===== config.mk =====
export PLATFORM = sky130hd
export DESIGN_NAME = muldiv_unit
export DESIGN_NICKNAME = d
export VERILOG_FILES = /design/src/rtl/muldiv_unit.sv
export SDC_FILE = /design/constraint.sdc
export NUM_CORES = 1
export LEC_CHECK = 0
export CELL_PAD_IN_SITES_DETAIL_PLACEMENT = 0
export CELL_PAD_IN_SITES_GLOBAL_PLACEMENT = 1
export CORE_UTILIZATION = 30
export DETAILED_ROUTE_END_ITERATION = 16
export DONT_BUFFER_PORTS = 1
export PLACE_DENSITY = 0.56
export SLEW_MARGIN = 20
export SYNTH_ARGS = -nofsm -noshare
export SYNTH_HDL_FRONTEND = slang
export SYNTH_SLANG_ARGS = --single-unit

===== constraint.sdc =====
create_clock -name clk -period 9.7 [get_ports clk]
set_input_delay 2.425 -clock clk [delete_from_list [all_inputs] [get_ports clk]]
set_output_delay 2.425 -clock clk [all_outputs]
set_load 0.01 [all_outputs]

===== src/rtl/muldiv_unit.sv =====
// muldiv_unit: 32-bit iterative multiply/divide unit with HI/LO result registers.
// Multiplication is shift-add on operand magnitudes and division is restoring
// division on magnitudes, one bit per cycle for 32 cycles. A final FIX cycle
// applies signs and the divide-by-zero rule, then writes hi/lo.
module muldiv_unit (
  input  logic        clk,
  input  logic        rst_n,
  input  logic        start,
  input  logic [1:0]  op,
  input  logic [31:0] a,
  input  logic [31:0] b,
  input  logic        flush,
  input  logic        wr_hi,
  input  logic        wr_lo,
  input  logic [31:0] wdata,
  output logic        busy,
  output logic        done,
  output logic [31:0] hi,
  output logic [31:0] lo
);

  typedef enum logic [1:0] {
    IDLE = 2'd0,
    MUL  = 2'd1,
    DIV  = 2'd2,
    FIX  = 2'd3
  } state_t;

  // Two's-complement magnitude of v when it is treated as signed.
  function automatic logic [31:0] mag32(input logic [31:0] v, input logic is_signed);
    mag32 = (is_signed && v[31]) ? (~v + 32'd1) : v;
  endfunction

  state_t      state_r;
  state_t      state_s;
  logic [4:0]  cnt_r;
  logic        busy_r;
  logic        done_r;
  logic [31:0] hi_r;
  logic [31:0] lo_r;

  // Operation context captured at the start edge.
  logic [1:0]  op_r;
  logic [31:0] a_r;
  logic        neg_q_r;    // negate product / quotient
  logic        neg_r_r;    // negate remainder
  logic        dz_r;       // divisor was zero
  logic [63:0] acc_r;      // mul: {partial, multiplier}; div: {remainder, quotient}
  logic [31:0] dvs_r;      // mul: multiplicand magnitude; div: divisor magnitude

  logic        accept_s;
  logic [31:0] mag_a_s;
  logic [31:0] mag_b_s;
  logic [32:0] mul_sum_s;
  logic [32:0] div_shift_s;
  logic [33:0] div_diff_s;
  logic        div_ok_s;
  logic [63:0] prod_neg_s;
  logic [31:0] fix_hi_s;
  logic [31:0] fix_lo_s;

  assign busy = busy_r;
  assign done = done_r;
  assign hi   = hi_r;
  assign lo   = lo_r;

  // Start acceptance and signed operand magnitudes.
  always_comb begin
    accept_s = (state_r == IDLE) && start && !flush;
    mag_a_s  = mag32(a, op[0]);
    mag_b_s  = mag32(b, op[0]);
  end

  // Next-state logic; flush always returns an in-flight operation to IDLE.
  always_comb begin
    state_s = state_r;
    case (state_r)
      IDLE: begin
        if (accept_s) begin
          state_s = op[1] ? DIV : MUL;
        end else begin
          state_s = IDLE;
        end
      end
      MUL, DIV: begin
        if (flush) begin
          state_s = IDLE;
        end else if (cnt_r == 5'd31) begin
          state_s = FIX;
        end else begin
          state_s = state_r;
        end
      end
      FIX:     state_s = IDLE;
      default: state_s = IDLE;
    endcase
  end

  // One iteration step: shift-add for multiply, trial subtraction for divide.
  always_comb begin
    mul_sum_s   = {1'b0, acc_r[63:32]} + (acc_r[0] ? {1'b0, dvs_r} : 33'd0);
    div_shift_s = {acc_r[63:32], acc_r[31]};
    div_diff_s  = {1'b0, div_shift_s} - {2'b00, dvs_r};
    div_ok_s    = ~div_diff_s[33];
  end

  // Final sign fix-up and divide-by-zero result.
  always_comb begin
    prod_neg_s = ~acc_r + 64'd1;
    fix_hi_s   = 32'd0;
    fix_lo_s   = 32'd0;
    if (!op_r[1]) begin
      fix_hi_s = neg_q_r ? prod_neg_s[63:32] : acc_r[63:32];
      fix_lo_s = neg_q_r ? prod_neg_s[31:0]  : acc_r[31:0];
    end else if (dz_r) begin
      fix_hi_s = a_r;
      fix_lo_s = 32'hFFFF_FFFF;
    end else begin
      fix_hi_s = neg_r_r ? (~acc_r[63:32] + 32'd1) : acc_r[63:32];
      fix_lo_s = neg_q_r ? (~acc_r[31:0] + 32'd1)  : acc_r[31:0];
    end
  end

  // Control registers: state, iteration counter, busy and done.
  always_ff @(posedge clk or negedge rst_n) begin
    if (!rst_n) begin
      state_r <= IDLE;
      cnt_r   <= 5'd0;
      busy_r  <= 1'b0;
      done_r  <= 1'b0;
    end else begin
      state_r <= state_s;
      busy_r  <= (state_s != IDLE);
      done_r  <= (state_r == FIX) && !flush;
      if ((state_r == MUL) || (state_r == DIV)) begin
        cnt_r <= cnt_r + 5'd1;
      end else begin
        cnt_r <= 5'd0;
      end
    end
  end

  // Datapath: capture operands on accept, then iterate.
  always_ff @(posedge clk or negedge rst_n) begin
    if (!rst_n) begin
      op_r    <= 2'd0;
      a_r     <= 32'd0;
      neg_q_r <= 1'b0;
      neg_r_r <= 1'b0;
      dz_r    <= 1'b0;
      acc_r   <= 64'd0;
      dvs_r   <= 32'd0;
    end else if (accept_s) begin
      op_r    <= op;
      a_r     <= a;
      neg_q_r <= op[0] & (a[31] ^ b[31]);
      neg_r_r <= op[0] & a[31];
      dz_r    <= (b == 32'd0);
      if (op[1]) begin
        acc_r <= {32'd0, mag_a_s};
        dvs_r <= mag_b_s;
      end else begin
        acc_r <= {32'd0, mag_b_s};
        dvs_r <= mag_a_s;
      end
    end else if (state_r == MUL) begin
      acc_r <= {mul_sum_s, acc_r[31:1]};
    end else if (state_r == DIV) begin
      acc_r <= {(div_ok_s ? div_diff_s[31:0] : div_shift_s[31:0]), acc_r[30:0], div_ok_s};
    end
  end

  // Result registers: completed result at FIX, direct writes only while idle.
  always_ff @(posedge clk or negedge rst_n) begin
    if (!rst_n) begin
      hi_r <= 32'd0;
      lo_r <= 32'd0;
    end else if ((state_r == FIX) && !flush) begin
      hi_r <= fix_hi_s;
      lo_r <= fix_lo_s;
    end else if (!busy_r) begin
      if (wr_hi) begin
        hi_r <= wdata;
      end
      if (wr_lo) begin
        lo_r <= wdata;
      end
    end
  end

endmodule


==> metrics.md <==
| Metric | Value |
|---|---|
| MaxCap Viol Count | 0 |
| DR vias | around 17,000 |
| Worst setup path endpoint | dvs_r[28]$_DFFE_PN0P_ |
| Sequential share of power | 0.289 |
| CTS max path bufs | 3 |
| Die area | 0.05801 sq mm |
| P per Cell Area | between 200 and 300 mW/mm^2 |
| # rows | between 80 and 90 |
| Synth area leaders | dfrtp_1 30%, nand2_1 8.2%, o21ai_0 5.5% |
| Critical path launch point | a[8] |
| Largest net degree at the start of global routing | around 200 |
| Slew HR | 0.2765 |
| RR Startpoint | acc_r[41]$_DFFE_PN0P_ |
| Clk Latency, worst-skew pair | between 0.5 and 0.6 ns |
| Share of cells above drive strength 1 | 0.05266 |
| Gr ovfl total | 0 |
| Width of the die | roughly 240 um |
| Commonest cells after routing, fill and taps aside | 376 x nand2_1, 204 x dfrtp_1, 188 x nor2_1 |
| Synth warnings | 0 |
| Syn_area_per_cell | 7.679 sq um |
| Skew final | ~0.027 ns |
| Max Transition Viols Final | 0 |
| CTS Buf Count | 27 |
| Initial Utilization | 0.3036 |
| Root Buffer | clkbuf_16 |
| Ys flop type | dfrtp_1 |
| Synth unique cells | 80 |
| Leading area contributor after synthesis | dfrtp_1 |
| Total GRT Usage | 0.2537 |
| Worst path max stage delay | 0.69 ns |
| CP endpoint kind | flip-flop |
| Mapped Area | 0.01712 sq mm |
| CP Depth | 8 |
| Critical Path, Cell by Cell | or4_1 > nor4_1 > and2_1 > nand2_1 > or4_1 > o41ai_1 > xor2_1 > o221ai_1 |
| Asr flop ratio synth | 1.000 |
| Actual slew at the worst max-slew pin | between 1 and 1.5 ns |
| Fin nets | around 2,300 |
| Achievable Freq | ~200 MHz |
| Crit path launch type | input pin |
| CTS resizes | 0 |
| Clk sink count | a little over 200 |
| Placed Area | about 0.018 sq mm |
| Most common library cell in the layout ignoring fill and taps | nand2_1 |
| Cts hold-fix bufs | 0 |
| Int Power | between 2 and 3 mW |
| Status | finished, final reports clean |
| Finished Cell Area | between 0.015 and 0.02 sq mm |
| ANT nets after route | 0 |
| Combinational Power Share | 0.491 |
| Critical path class | in2reg |
| RSZ-0062 raised after global routing | no |
| Max VDD drop | around 0.00014 V |
| Core Footprint | between 0.05 and 0.06 sq mm |
| CP required | about 10 ns |
| Routed WL per cell | ~26 um |
| Post-synth EDFFs | 0 |
| CP most frequent cell | or4_1 |
| Final setup vio count | 0 |
| Tmin final | about 5.0 ns |
| Setup TNS | 0 ns |
| Seq/Total Area, Yosys | 0.2997 |
| Final count of hold timing violations | 0 |
| Number of synthesized register bits | between 200 and 250 |
| Die height | between 200 and 250 um |
| FF-to-FF End | acc_r[52]$_DFFE_PN0P_ |
| CTS tree | yes |
| Hold/Removal Path Class | reg2reg |
| Worst Path Max Fanout | 4 |
| WL final | about 75 mm |
| CP top delay family | simple AND/OR/NAND/NOR gates |
| DPL Wire Length | roughly 57 mm |
| Routability cong. | just over 0.9 |
| H-tree depth | 1 |
| Top cell type's share of synthesized area | 0.2997 |
| Switch share | 0.4693 |
| Initial detailed-routing violation count | about 1,400 |
| WP buf/inv | 0 |
| Area Overhead vs Synth | 8.648% |
| R2R cell count | 11 |
| Initial antenna violation count | 3 |
| Sw power | around 2.3 mW |
| Clk pwr share | 0.220 |
| R2r setup slk | about 5 ns |
| DRT Pass-1 Iters | 5 |
| Critical-path top delay cell | or4_1 |
| IO Port Bufs | 0 |
| Routed vias/inst | ~5.7 |
| Leakage power | about 8 nW |
| DRC | 0 |
| Synth Instances | approximately 2,200 |
| Top Ports | 170 |
| First-pass GRT wire length | 108.5 mm |
| Post-Syn Nets | roughly 2,400 |
| WP data arrival | 5.40 ns |
| Vias in the first global route | ~16,000 |
| Postcts setup bufs | 0 |
| Final worst-path cycle share | 0.5144 |
| CTS clk-pin slew, worst paths | roughly 0.06 ns |
## flip-flops by register name, summed over array words and instances (netlist names)
signal,count
lo,32
neg_r_r,1
acc_r,64
dvs_r,32
state_r,2
done,1
a_r,32
dz_r,1
hi,32
neg_q_r,1
cnt_r,5
op_r,1
busy,1
## synth_stat cells, types with 5 or more instances
cell type,n
nand2_1,376
dfrtp_1,205
nor2_1,189
o21ai_0,187
a21oi_1,176
clkbuf_1,127
xor2_1,87
xnor2_1,82
ha_1,74
mux2i_1,70
inv_1,68
nand3_1,37
nor3_1,37
a32oi_1,33
a31oi_1,32
a21o_1,31
o211ai_1,31
o221ai_1,28
o31ai_1,26
nand2b_1,20
or3_1,20
buf_1,18
nor2b_1,18
or2_2,18
or4_1,18
a211oi_1,16
and2_1,15
nor4_1,14
o22ai_1,14
o41ai_1,12
nand4_1,11
and3_1,9
o21a_1,9
o21bai_1,8
a221o_1,7
buf_2,7
a221oi_1,6
a22oi_1,6
o2111ai_1,6
a311oi_1,5
mux2_2,5
## cell type report
type                    instances  area, sq um
multi-input cells            1799        11150
repair buffers                 25        187.7
well taps                     756        945.9
diodes                          1        2.502
inverters                      70        262.8
clock inverters                10        145.1
clock buffers                  37        773.2
fillers                      6116        37790
flip-flops and latches        205         5131
## cell families after synthesis
group | share of synthesized area
AND/OR/NAND/NOR | 0.2117
AO/OA/AOI/OAI | 0.2505
buffers and inverters | 0.05095
flip-flops | 0.2997
XOR/XNOR | 0.08648
adder cells (fa/ha/maj) | 0.05643
multiplexers | 0.04422
## per-layer routing
layer,track usage,wire length (um)
met1,0.3618,34750
met2,0.4021,33510
met3,0.04083,5000
met4,0.05063,1507
met5,0,27
## power by group through the flow
| stage | Combinational, mW | Sequential, mW | Clock [mW] |
|---|---|---|---|
| final | 2.37 | 1.39 | 1.06 |
| after global routing | 2.61 | 1.42 | 1.11 |
| after CTS | 2.35 | 1.38 | 1.08 |
| after detailed placement | 2.33 | 1.40 | 0 |
| after global placement | 2.33 | 1.40 | 0 |
| after floorplan | 1.77 | 1.20 | 0 |
## stage by stage
step	cells	hold WS (ns)	utilization	total power [mW]	setup slack [ns]
floorplan	2229	0.4316	-	2.977	4.897
global placement	2855	0.4552	0.3134	3.725	4.185
detailed placement	2855	0.4550	0.3134	3.735	4.162
CTS	2902	0.4636	0.3297	4.811	4.739
global route	2902	0.4761	0.3298	5.136	4.592
finish	2903	0.4596	0.3298	4.818	4.711
## worst reg2reg max path, cell delays in order, from the launching register on
cell	delay, ns
dfrtp_1	0.68
ha_1	0.39
a211o_1	0.32
a221oi_1	0.47
o31a_1	0.29
nand3_1	0.14
a21oi_1	0.49
o21ba_2	0.41
buf_4	0.51
mux2_2	0.42
a211oi_1	0.28
a211oi_1	0.09
## worst min path at each step
stage | startpoint | to | slack (ns) | depth (start not counted)
floorplan | cnt_r[0]$_DFF_PN0_ | cnt_r[0]$_DFF_PN0_ | 0.43 | 1
global placement | cnt_r[0]$_DFF_PN0_ | cnt_r[0]$_DFF_PN0_ | 0.46 | 1
detailed placement | cnt_r[0]$_DFF_PN0_ | cnt_r[0]$_DFF_PN0_ | 0.45 | 1
CTS | cnt_r[0]$_DFF_PN0_ | cnt_r[0]$_DFF_PN0_ | 0.46 | 1
global route | a_r[7]$_DFFE_PN0P_ | a_r[7]$_DFFE_PN0P_ | 0.48 | 2
finish | cnt_r[0]$_DFF_PN0_ | cnt_r[0]$_DFF_PN0_ | 0.46 | 1
Power figures use the tool's default switching activity.
